--- src/rtl/vc_entry_array.sv ---
// Victim cache storage core: fully-associative line array with combinational lookup,
// invalid-first/round-robin replacement and a one-entry dirty writeback buffer to L2.
module vc_entry_array #(
  parameter int unsigned ENTRIES = 8,
  parameter int unsigned ADDR_W  = 32,
  parameter int unsigned DATA_W  = 256,
  parameter int unsigned IDX_W   = $clog2(ENTRIES)
) (
  input  logic              clk,
  input  logic              rst,
  input  logic [ADDR_W-1:0] lookup_addr,
  output logic              lookup_hit,
  output logic              lookup_wb,
  output logic [IDX_W-1:0]  lookup_idx,
  output logic [DATA_W-1:0] lookup_data,
  output logic              lookup_dirty,
  input  logic              take,
  input  logic              ins_valid,
  output logic              ins_ready,
  input  logic [ADDR_W-1:0] ins_addr,
  input  logic [DATA_W-1:0] ins_data,
  input  logic              ins_dirty,
  output logic              wb_valid,
  input  logic              wb_ready,
  output logic [ADDR_W-1:0] wb_addr,
  output logic [DATA_W-1:0] wb_data,
  output logic [IDX_W:0]    occupancy
);

  localparam int unsigned OCC_W = IDX_W + 1;

  if (ENTRIES < 2 || (ENTRIES & (ENTRIES - 1)) != 0) begin : g_entries_check
    $error("vc_entry_array: ENTRIES must be a power of 2 and at least 2");
  end
  if (IDX_W != $clog2(ENTRIES)) begin : g_idx_w_check
    $error("vc_entry_array: IDX_W is derived from ENTRIES and must not be overridden");
  end

  typedef enum logic {
    WB_EMPTY,
    WB_FULL
  } wb_state_e;

  typedef enum logic [1:0] {
    INS_OVERWRITE,
    INS_SWAP,
    INS_FILL,
    INS_EVICT
  } ins_kind_e;

  logic [ENTRIES-1:0] valid_q;
  logic [ENTRIES-1:0] dirty_q;
  logic [ADDR_W-1:0]  addr_q [ENTRIES];
  logic [DATA_W-1:0]  data_q [ENTRIES];
  logic [IDX_W-1:0]   rr_ptr_q;
  logic [OCC_W-1:0]   occ_q;
  wb_state_e          wb_state_q;
  logic [ADDR_W-1:0]  wb_addr_q;
  logic [DATA_W-1:0]  wb_data_q;

  logic               arr_hit;
  logic [IDX_W-1:0]   arr_idx;
  logic               wb_hit;
  logic               ins_match;
  logic [IDX_W-1:0]   ins_match_idx;
  logic               any_free;
  logic [IDX_W-1:0]   free_idx;
  logic               all_valid;
  logic               ins_fire;
  logic               take_arr;
  logic               take_wb;
  logic               ins_hits_wb;
  ins_kind_e          ins_kind;
  logic [IDX_W-1:0]   ins_tgt;
  logic               evict;
  logic               evict_dirty;
  logic               occ_inc;
  logic               occ_dec;

  // Associative search of the array for the L1 lookup address.
  always_comb begin
    arr_hit = 1'b0;
    arr_idx = '0;
    for (int unsigned i = 0; i < ENTRIES; i++) begin
      if (valid_q[i] && addr_q[i] == lookup_addr) begin
        arr_hit = 1'b1;
        arr_idx = IDX_W'(i);
      end
    end
  end

  // Associative search for the insert address (dedupe target).
  always_comb begin
    ins_match     = 1'b0;
    ins_match_idx = '0;
    for (int unsigned i = 0; i < ENTRIES; i++) begin
      if (valid_q[i] && addr_q[i] == ins_addr) begin
        ins_match     = 1'b1;
        ins_match_idx = IDX_W'(i);
      end
    end
  end

  // Lowest-index invalid slot; scanning downward lets the lowest one win.
  always_comb begin
    free_idx = '0;
    for (int i = int'(ENTRIES) - 1; i >= 0; i--) begin
      if (!valid_q[i]) begin
        free_idx = IDX_W'(i);
      end
    end
  end

  assign any_free  = ~&valid_q;
  assign all_valid = &valid_q;
  assign wb_valid  = (wb_state_q == WB_FULL);
  assign wb_addr   = wb_addr_q;
  assign wb_data   = wb_data_q;
  assign occupancy = occ_q;

  // Depends only on registered state, so it may stall an insert that would not evict.
  assign ins_ready = !(wb_valid && all_valid && dirty_q[rr_ptr_q]);

  assign wb_hit       = wb_valid && (wb_addr_q == lookup_addr);
  assign lookup_hit   = arr_hit || wb_hit;
  assign lookup_wb    = !arr_hit && wb_hit;
  assign lookup_idx   = arr_idx;
  assign lookup_data  = arr_hit ? data_q[arr_idx] : (wb_hit ? wb_data_q : '0);
  assign lookup_dirty = arr_hit ? dirty_q[arr_idx] : wb_hit;

  assign ins_fire    = ins_valid && ins_ready;
  assign take_arr    = take && arr_hit;
  assign take_wb     = take && lookup_wb;
  assign ins_hits_wb = ins_fire && wb_valid && (ins_addr == wb_addr_q);

  // Insert target selection in priority order.
  always_comb begin
    ins_kind = INS_EVICT;
    ins_tgt  = rr_ptr_q;
    if (ins_match) begin
      ins_kind = INS_OVERWRITE;
      ins_tgt  = ins_match_idx;
    end else if (take_arr) begin
      ins_kind = INS_SWAP;
      ins_tgt  = arr_idx;
    end else if (any_free) begin
      ins_kind = INS_FILL;
      ins_tgt  = free_idx;
    end
  end

  assign evict       = ins_fire && (ins_kind == INS_EVICT);
  assign evict_dirty = evict && dirty_q[rr_ptr_q];
  assign occ_inc     = ins_fire && (ins_kind == INS_FILL);
  assign occ_dec     = take_arr && !(ins_fire && ins_tgt == arr_idx);

  // Valid/dirty, replacement pointer and occupancy; insert overrides a same-slot take.
  always_ff @(posedge clk) begin
    if (rst) begin
      valid_q  <= '0;
      dirty_q  <= '0;
      rr_ptr_q <= '0;
      occ_q    <= '0;
    end else begin
      if (take_arr) begin
        valid_q[arr_idx] <= 1'b0;
        dirty_q[arr_idx] <= 1'b0;
      end
      if (ins_fire) begin
        valid_q[ins_tgt] <= 1'b1;
        dirty_q[ins_tgt] <= ins_dirty || (ins_kind == INS_OVERWRITE && dirty_q[ins_tgt]);
      end
      if (evict) begin
        rr_ptr_q <= rr_ptr_q + IDX_W'(1);
      end
      occ_q <= occ_q + OCC_W'(occ_inc) - OCC_W'(occ_dec);
    end
  end

  // Line payload needs no reset; valid_q qualifies it.
  always_ff @(posedge clk) begin
    if (ins_fire) begin
      addr_q[ins_tgt] <= ins_addr;
      data_q[ins_tgt] <= ins_data;
    end
  end

  // Writeback buffer FSM; a dirty eviction reloads even while draining.
  always_ff @(posedge clk) begin
    if (rst) begin
      wb_state_q <= WB_EMPTY;
    end else begin
      case (wb_state_q)
        WB_EMPTY: begin
          if (evict_dirty) begin
            wb_state_q <= WB_FULL;
            wb_addr_q  <= addr_q[rr_ptr_q];
            wb_data_q  <= data_q[rr_ptr_q];
          end
        end
        WB_FULL: begin
          if (evict_dirty) begin
            wb_addr_q <= addr_q[rr_ptr_q];
            wb_data_q <= data_q[rr_ptr_q];
          end else if (wb_ready || take_wb || ins_hits_wb) begin
            wb_state_q <= WB_EMPTY;
          end
        end
        default: wb_state_q <= WB_EMPTY;
      endcase
    end
  end

endmodule

--- config.mk ---
export PLATFORM = sky130hd
export DESIGN_NAME = vc_entry_array
export DESIGN_NICKNAME = d
export VERILOG_FILES = /design/src/rtl/vc_entry_array.sv
export SDC_FILE = /design/constraint.sdc
export NUM_CORES = 2
export LEC_CHECK = 0
export ABC_CLOCK_PERIOD_IN_PS = 60300
export CAP_MARGIN = 10
export CORE_ASPECT_RATIO = 0.5
export CORE_MARGIN = 1
export CORE_UTILIZATION = 48
export CTS_BUF_LIST = sky130_fd_sc_hd__clkbuf_8
export DETAILED_ROUTE_END_ITERATION = 6
export GPL_TIMING_DRIVEN = 0
export HOLD_SLACK_MARGIN = 0.05
export PLACE_DENSITY = 0.68
export SLEW_MARGIN = 30
export SYNTH_ARGS = -nofsm -noshare
export SYNTH_HDL_FRONTEND = slang
export SYNTH_SLANG_ARGS = --single-unit
export TNS_END_PERCENT = 5
--- constraint.sdc ---
create_clock -name clk -period 60.3 [get_ports clk]
set_input_delay 9.045 -clock clk [delete_from_list [all_inputs] [get_ports clk]]
set_output_delay 9.045 -clock clk [all_outputs]
set_load 0.01 [all_outputs]
==> impl_metrics.toml <==
[job]
cap_violations = 0

[clocking]
cts_sinks = 2616
hold_buffers = 0
insertion_delay_ns = 1.06
cts.htree.levels = 5
cts_setup_buffers = 0
cts_made_buffers = 383
clock_path_buffers = 4
cts_root_buf = "clkbuf_8"
ctsResizeCount = 0
cts_tree = "built"
clk_pin_slew_worst_paths_ns = 0.07

[critical_path]
critPathLaunchType = "primary input"
worstPathMaxFanout = 12
worst-endpoint-required_ns = 51.25
cp-end-kind = "primary output"
critPathKind = "primary input to primary output"
cp.arrival_ns = 15.55
rrSetupSlack_ns = 53.30

[timing]
fin_crit_sh = 0.4079
final-hold-violation-count = 0
drv_slew = 0
setup_violations = 0
grt_setup_unrepaired = "no"
clock.fmax_mhz = 40.66
fin_skew_ns = 0.07661
tightest_slew_ns = 1.069
setup_tns_ns = 0
relSlewSlack = 0.2874
whs_ns = 0.5915
finalCriticalPeriod_ns = 24.59

[floorplan]
core_area_um2 = 259100
fp.dieW_um = 724.5
die_height_um = 363.3
io_pins = 882
die-area_um2 = 263200
initial_core_util = 0.4835
row_count = 132

[yosys]
synth_compound_area_frac = 0.03651
synthFlopType = "edfxtp_1"
avgSynthCellArea_um2 = 15.76
synth_top_cell_area_share = 0.6212
ys_seq_area_frac = 0.6250
synth-xor-area-share = 0.04075
async_flop_share = 0
synth-simple-area-share = 0.04395
synth_area_um2 = 125300
synth_warnings = 0
synth-seq-cells = 2616
synth-edff-count = 2592
synthTopCellsByArea = "edfxtp_1, mux4_2, mux2i_1"
synth_nets = 8280
synth_top_area_cell = "edfxtp_1"
syn_inst = 7948
synth_mux_area_frac = 0.2332
synth.distinct_cells = 64
synth_top_family_by_area = "multiplexers"
synth_fa_ha_area_frac = 0.0006591

[pwr]
peakVddDrop_mv = 0.01826
leakage_nw = 45.59
power.density_nw_per_um2 = 24.28

[route]
drc = 0
wl_per_cell_um = 34.75
wl_mm = 456.8
met3_length_mm = 40.80
wl_met2_mm = 215.6
dr.pass1.iters = 6
num_vias = 83414
drtIter0Drc = 10918
avgViaCountPerCell = 6.345
ant_nets = 0
top_layer = "met5"
wl_met1_mm = 165.6

[run_status]
status = "completed"

[finish]
final_nets = 9633
layout-drive-gt1-share = 0.1814
fillers = 20378
areaGrowthSynthToFinish_pct = 17.63

[grt]
grt_pass1_wl_mm = 623.6
grt_overflow_total = 0
grt_use_total = 0.3365
grt_pass1_vias = 80898
grt_max_degree = 64
antenna_found_initial = 89

[hold_path]
hold_path_class = "flop to flop"

[placement]
routabilityCongestion = 0.9949
dp_hpwl_mm = 312.2
port_buffers = 848
[cell families (layout without fill, tap and decap cells)]
logic type | count (synthesis) | count (layout)
compound gates | 829 | 829
other cells | 0 | 71
flops | 2616 | 2616
mux | 2158 | 2158
simple gates | 1162 | 1162
fa+ha+maj | 6 | 6
xor+xnor | 583 | 583
buf+inv | 594 | 2237
[flip-flops by register name (all words and copies together) (netlist names)]
register	cells
addr_q	256
data_q	2048
dirty_q	8
occupancy	4
rr_ptr_q	3
valid_q	8
wb_addr	32
wb_data	256
wb_valid	1
[power by group]
group | internal (mW) | switching (mW) | total (mW)
logic | 0.0685 | 0.103 | 0.172
registers | 2.03 | 0.0149 | 2.05
clock network | 0.633 | 0.728 | 1.36
total | 2.73 | 0.846 | 3.58
[layout by cell type, fill, tap and decap left out, types with 7 or more instances in the layout]
cell             synthesis  final
edfxtp_1              2592   2592
mux2i_1               1287   1287
clkdlybuf4s50_1          0    848
mux4_2                 578    578
nand2_1                553    553
xor2_1                 401    401
clkbuf_8                 0    390
mux2_2                 291    291
nor3_1                 282    281
a21oi_1                271    271
o21ai_0                267    267
o22ai_1                257    257
clkbuf_1               298    240
buf_2                  133    182
xnor2_1                182    182
nor4_1                 136    133
inv_1                   18    126
clkinv_1                 0     99
nand4_1                 75     75
diode_2                  0     71
buf_1                  127     70
clkbuf_2                 0     67
buf_4                    5     57
buf_16                   0     51
clkinv_2                 0     44
nand3_1                 29     29
nor2_1                  25     25
dfxtp_1                 24     24
buf_6                   11     20
inv_8                    0     12
or3_1                   10     10
clkinvlp_4               0      9
nand4b_1                 8      8
or4_1                    7      7
bufinv_16                0      7
[metal layers]
metal	vias up	global-route usage
met4	14	0.2264
met3	1173	0.05593
li1	34425	-
met5	-	0
met1	42636	0.4251
met2	5166	0.5405
[worst max-delay path, cell delays in order]
cell,delay (ns)
buf_2,0.33
xor2_1,0.20
nor4_1,0.40
nand4_1,0.16
nor3_1,0.31
nand4_1,0.56
nor2b_1,0.34
a41oi_1,0.20
buf_2,0.43
buf_2,0.75
clkbuf_2,0.67
buf_2,0.51
mux2i_1,0.13
mux2i_1,0.19
nor3_1,0.08
a21oi_1,0.48
clkdlybuf4s50_1,0.66
[final timing paths]
check / startpoint / endpoint / cells past startpoint
worst min-delay path: dirty_q[6]$_SDFF_PP0_ / dirty_q[6]$_SDFF_PP0_ / 2
worst max-delay path: lookup_addr[21] / lookup_data[183] / 17
worst min register to register: dirty_q[6]$_SDFF_PP0_ / dirty_q[6]$_SDFF_PP0_ / 2
worst max register to register: addr_q[4][16]$_DFFE_PP_ / data_q[0][112]$_DFFE_PP_ / 14
[cells in the mapped netlist, types with 4 or more instances]
| cell | count |
|---|---|
| clkbuf_1 | 298 |
| o21ai_0 | 267 |
| nor3_1 | 282 |
| nor4b_1 | 6 |
| xor2_1 | 401 |
| nor4_1 | 136 |
| nand4b_1 | 8 |
| mux2i_1 | 1287 |
| nand3b_1 | 4 |
| dfxtp_1 | 24 |
| a21o_1 | 4 |
| ha_1 | 5 |
| nand3_1 | 29 |
| nor2b_1 | 5 |
| or3_1 | 10 |
| xnor2_1 | 182 |
| or4_1 | 7 |
| buf_2 | 133 |
| nand4_1 | 75 |
| buf_4 | 5 |
| buf_6 | 11 |
| o22ai_1 | 257 |
| mux2_2 | 291 |
| nand2b_1 | 4 |
| mux4_2 | 578 |
| inv_1 | 18 |
| buf_1 | 127 |
| nand2_1 | 553 |
| nor2_1 | 25 |
| edfxtp_1 | 2592 |
| a21oi_1 | 271 |
[area by class of cell]
type                       instances  area (um2)  area share
clock buffer                     390        5368     0.03642
buffer                           574        2576     0.01748
tap                             3484        4359     0.02958
timing repair buffer             968       10510     0.07134
antenna                           71       177.7    0.001205
multi-input combinational       4738       44510      0.3020
clock inverter                   285        1438    0.009754
inverter                          20       127.6   0.0008659
sequential                      2616       78320      0.5314
[stage by stage]
step	utilization	cells	power (mW)	area [um2]	worst slack, ns
after floorplan	-	7948	2.169	125300	28.97
after detailed placement	0.5417	12399	2.253	140400	35.90
final	0.5688	13146	3.579	147400	35.71
after CTS	0.5680	13074	3.580	147200	35.89
after global routing	0.5686	13131	3.668	147300	35.75
after global placement	0.5331	12280	2.260	138100	2.895
(Power assumes the default switching activity.)
